File: config.mk
export PLATFORM = sky130hd
export DESIGN_NAME = serial_add_ctrl
export DESIGN_NICKNAME = d
export VERILOG_FILES = /design/src/rtl/serial_add_ctrl.sv
export SDC_FILE = /design/constraint.sdc
export NUM_CORES = 1
export LEC_CHECK = 0
export CAP_MARGIN = 20
export CORE_ASPECT_RATIO = 1.4
export CORE_MARGIN = 2
export CORE_UTILIZATION = 45
export CTS_BUF_LIST = sky130_fd_sc_hd__clkbuf_16
export DETAILED_ROUTE_END_ITERATION = 12
export GPL_TIMING_DRIVEN = 0
export PLACE_DENSITY = 0.85
export SYNTH_ARGS = -nofsm -noshare
export SYNTH_HDL_FRONTEND = slang
export SYNTH_SLANG_ARGS = --single-unit
export TNS_END_PERCENT = 50
File: constraint.sdc
create_clock -name clk -period 2.12 [get_ports clk]
set_input_delay 0.318 -clock clk [delete_from_list [all_inputs] [get_ports clk]]
set_output_delay 0.318 -clock clk [all_outputs]
set_load 0.1 [all_outputs]
File: src/rtl/serial_add_ctrl.sv
// Digit-serial adder sequencer: adds two WIDTH-bit operands through one 2-bit
// slice, LSB digit first, with a start/busy/done handshake.
module serial_add_ctrl #(
    parameter int unsigned WIDTH = 8
) (
    input  logic             clk,
    input  logic             rst_n,
    input  logic             start,
    input  logic [WIDTH-1:0] A,
    input  logic [WIDTH-1:0] B,
    input  logic             cin,
    output logic [WIDTH-1:0] sum,
    output logic             cout,
    output logic             busy,
    output logic             done
);

    localparam int unsigned N  = WIDTH / 2;
    localparam int unsigned CW = (N > 1) ? $clog2(N) : 1;

    typedef enum logic [1:0] {
        IDLE = 2'd0,
        RUN  = 2'd1,
        DONE = 2'd2
    } state_t;

    state_t           state;
    state_t           state_nxt;

    logic [WIDTH-1:0] a_q;
    logic [WIDTH-1:0] b_q;
    logic [WIDTH-1:0] sum_q;
    logic             carry_q;
    logic             cout_q;
    logic [CW-1:0]    cnt_q;

    logic [CW:0]      dig_lsb;
    logic [1:0]       a_dig;
    logic [1:0]       b_dig;
    logic [2:0]       slice;
    logic             last_dig;

    // Current digit selection and the single 2-bit add slice
    always_comb begin
        dig_lsb  = {cnt_q, 1'b0};
        a_dig    = a_q[dig_lsb +: 2];
        b_dig    = b_q[dig_lsb +: 2];
        slice    = {1'b0, a_dig} + {1'b0, b_dig} + {2'b00, carry_q};
        last_dig = (cnt_q == CW'(N - 1));
    end

    always_ff @(posedge clk or negedge rst_n) begin
        if (!rst_n) begin
            state <= IDLE;
        end else begin
            state <= state_nxt;
        end
    end

    always_comb begin
        state_nxt = state;
        unique case (state)
            IDLE:    if (start)    state_nxt = RUN;
            RUN:     if (last_dig) state_nxt = DONE;
            DONE:                  state_nxt = IDLE;
            default:               state_nxt = IDLE;
        endcase
    end

    always_ff @(posedge clk or negedge rst_n) begin
        if (!rst_n) begin
            a_q     <= '0;
            b_q     <= '0;
            sum_q   <= '0;
            carry_q <= 1'b0;
            cout_q  <= 1'b0;
            cnt_q   <= '0;
        end else begin
            unique case (state)
                IDLE: begin
                    if (start) begin
                        a_q     <= A;
                        b_q     <= B;
                        carry_q <= cin;
                        cnt_q   <= '0;
                        sum_q   <= '0;
                        cout_q  <= 1'b0;
                    end
                end
                RUN: begin
                    sum_q[dig_lsb +: 2] <= slice[1:0];
                    carry_q             <= slice[2];
                    // Counter parks at zero after the last digit instead of wrapping
                    if (last_dig) begin
                        cout_q <= slice[2];
                        cnt_q  <= '0;
                    end else begin
                        cnt_q  <= cnt_q + 1'b1;
                    end
                end
                default: begin
                end
            endcase
        end
    end

    assign sum  = sum_q;
    assign cout = cout_q;
    assign busy = (state == RUN);
    assign done = (state == DONE);

endmodule
==> metrics.yaml <==
run_status:
  status: "finished with violations"
  violations: "setup timing"
drt:
  remaining_drc_errors: 0
  viasPerCell: 5.41
  dr.first_iter.drc_count: 23
  detail-route-antenna-nets: 0
  wirelength_um: 2830
  via_count: 1017
  wire_per_inst_um: 15.0
  firstDrtPassIters: 4
timing:
  worst_slack_ns: -0.0839
  timing.fmax_ghz: 0.454
  min_period_ns: 2.20
  tightest_slew_ns: 0.968
  max-slew-margin-rel: 0.353
  fin_crit_sh: 1.04
  finalMaxSlewViolations: 0
  rsz0062_at_grt: "yes"
  hold_viol: 0
  finalSetupViolCount: 5
  finClkSkew_ns: 0.00381
synth:
  synthArstFlopShare: 1.00
  yosysSeqAreaShare: 0.512
  synthCells: 107
  synth_nets: 133
  synthesis.area_um2: 1470
  synthDistinctLibCells: 31
  syn_area_per_cell_um2: 13.7
  ys_ff_latch: 30
  synthFlopType: "dfrtp_1"
  synth_edf_count: 0
  yosysWarnings: 0
worst_setup_path:
  path_class: "reg2reg"
  critPathLaunchType: "register"
  crit_path_top_delay_cell: "mux4_2"
  max_stage_delay_ns: 0.51
  required_ns: 2.28
  crit_fanout: 3
  cp_cell_sequence: "buf_6 > mux4_2 > fa_2 > fa_2 > and4_1 > a21o_1"
  end_kind: "register"
  cp_data_arrival_time_ns: 2.37
  cpMostUsedCell: "fa_2"
flow_run:
  cap_violations: 0
hold_path:
  hold_class: "reg2reg"
floorplan:
  core_area_um2: 3120
  fp.dieH_um: 71.6
  die_w_um: 52.3
  start_util: 0.470
  fp-row-count: 24
  pin_count: 31
  die-area_um2: 3740
global_routing:
  grtUsageTotal: 0.185
  grt_pass1_wl_um: 5010
  gr-total-overflow: 0
  grt_pass1_vias: 1112
  grt_max_degree: 19
  antenna_found_initial: 0
place:
  placed_area_um2: 1840
  post-dp-hpwl_um: 2160
  gp_congestion: 0.860
  dp_cells: 177
  io_buffers: 30
  dp_worst_setup_slack_ns: -0.204
clocking:
  cts_root_buffer: "clkbuf_16"
  htreeDepth: 2
  cts_tree: "built"
  clkLatencyLatePin_ns: 0.27
  cts.sinks: 30
  clkSlewWorstSetupHoldPaths_ns: 0.05
  clockBufferDepth: 2
  cts_made_buffers: 5
power_and_ir_drop:
  cellLeakagePower_nw: 0.894
  power_density_nw_per_um2: 1890
  finalPower_mw: 3.83
  ir_drop_mv: 0.942
finish:
  diodes: 0
  fill_cells: 231
  layout.cells.non_filler: 188
  layout_commonest_cell: "dfrtp_1"
  area_growth_pct: 38.4
  most-common-layout-cells: "30 x dfrtp_1, 27 x clkdlybuf4s50_1, 16 x mux2_2"
  fin_nets: 174
  design_area_um2: 2030
  post-route-util: 0.651
  drive_above_1_share: 0.342
report_power, final:
| group | internal (mW) | switching [mW] | leakage [nW] |
|---|---|---|---|
| Clock | 0.548 | 0.237 | 0.0836 |
| Sequential | 0.829 | 0.155 | 0.374 |
| Combinational | 0.863 | 1.20 | 0.437 |
flip-flops by register name, summed over array words and instances (netlist names):
| register | count |
|---|---|
| b_q | 8 |
| state | 2 |
| a_q | 8 |
| carry_q | 1 |
| sum | 8 |
| cnt_q | 2 |
| cout | 1 |
critical path: cells and delay by family, from the launching register on:
family,cells,cell delay [ns]
AO/OA/AOI/OAI,1,0.14
buffers and inverters,1,0.12
AND/OR/NAND/NOR,1,0.20
adder cells (fa/ha/maj),2,0.75
multiplexers,1,0.51
flip-flops,1,0.36
area by class of cell:
cell class,count,area (um2),share of cell area
clock buffers,5,125,0.0616
multi-input cells,66,659,0.325
well taps,39,48.8,0.0240
plain buffers,5,48.8,0.0240
inverters,6,22.5,0.0111
repair buffers,34,337,0.166
clock inverters,3,40.0,0.0197
flip-flops and latches,30,751,0.369
cells in the mapped netlist (all sizes together), types with 2 or more instances:
master / instances / area, um2
mux2: 16 / 180
inv: 6 / 22.5
o21bai: 2 / 15.0
nand2b: 3 / 26.3
fa: 2 / 40.0
ha: 4 / 50.1
nor2: 2 / 7.51
a21o: 3 / 25.0
dfrtp: 30 / 751
mux4: 4 / 90.1
nand2: 5 / 18.8
a32o: 2 / 20.0
o21ai: 5 / 25.0
and2: 2 / 12.5
a22o: 5 / 43.8
buf: 5 / 48.8
nor4: 2 / 12.5
cells by family (layout without fill, tap and decap cells):
kind of cell               count (synthesis)  count (layout)  share of synthesized area
AOI/OAI and AO/OA                         21              21                      0.108
adders and majority gates                  6               6                     0.0614
buffers and inverters                     11              53                     0.0486
DFF                                       30              30                      0.512
muxes                                     21              21                      0.191
and+or+nand+nor                           18              18                     0.0793
worst paths after layout:
| path | start | end | slack, ns | cells after the start |
|---|---|---|---|---|
| hold reg to reg | cout$_DFFE_PN0P_ | cout$_DFFE_PN0P_ | 0.49 | 1 |
| min in group asynchronous | rst_n | b_q[2]$_DFFE_PN0P_ | 0.52 | 1 |
| setup reg to reg | cnt_q[0]$_DFFE_PN0P_ | cout$_DFFE_PN0P_ | -0.08 | 6 |
| setup / recovery | cnt_q[0]$_DFFE_PN0P_ | cout$_DFFE_PN0P_ | -0.08 | 6 |
| max in group asynchronous | rst_n | b_q[3]$_DFFE_PN0P_ | 1.04 | 2 |
| hold / removal | cout$_DFFE_PN0P_ | cout$_DFFE_PN0P_ | 0.49 | 1 |
layer usage:
| layer | vias to the layer above | track usage | wire length [um] |
|---|---|---|---|
| met5 | - | 0 | 0 |
| met4 | 0 | 0.0798 | 67 |
| met1 | 506 | 0.211 | 1050 |
| li1 | 470 | - | - |
| met2 | 35 | 0.316 | 1560 |
| met3 | 6 | 0.0521 | 150 |
stage by stage:
stage          hold slack (ns)  TNS [ns]
3_3_place_gp             0.463    -0.895
2_1_floorplan           0.0224    -0.229
3_5_place_dp             0.480     -1.08
5_1_grt                  0.505    -0.687
6_report                 0.491    -0.331
4_1_cts                  0.495    -0.479
timing repair:
| action | 4_1_cts | 5_1_grt |
|---|---|---|
| endpoints found under the hold margin | 0 | 0 |
| hold buffers | 0 | 0 |
| endpoints found under the setup margin | 8 | 8 |
| resized for setup | 6 | 5 |
| pin swaps | 5 | 2 |
| buffers inserted | 2 | 1 |
Note: power is estimated with default switching activity, not from simulation.
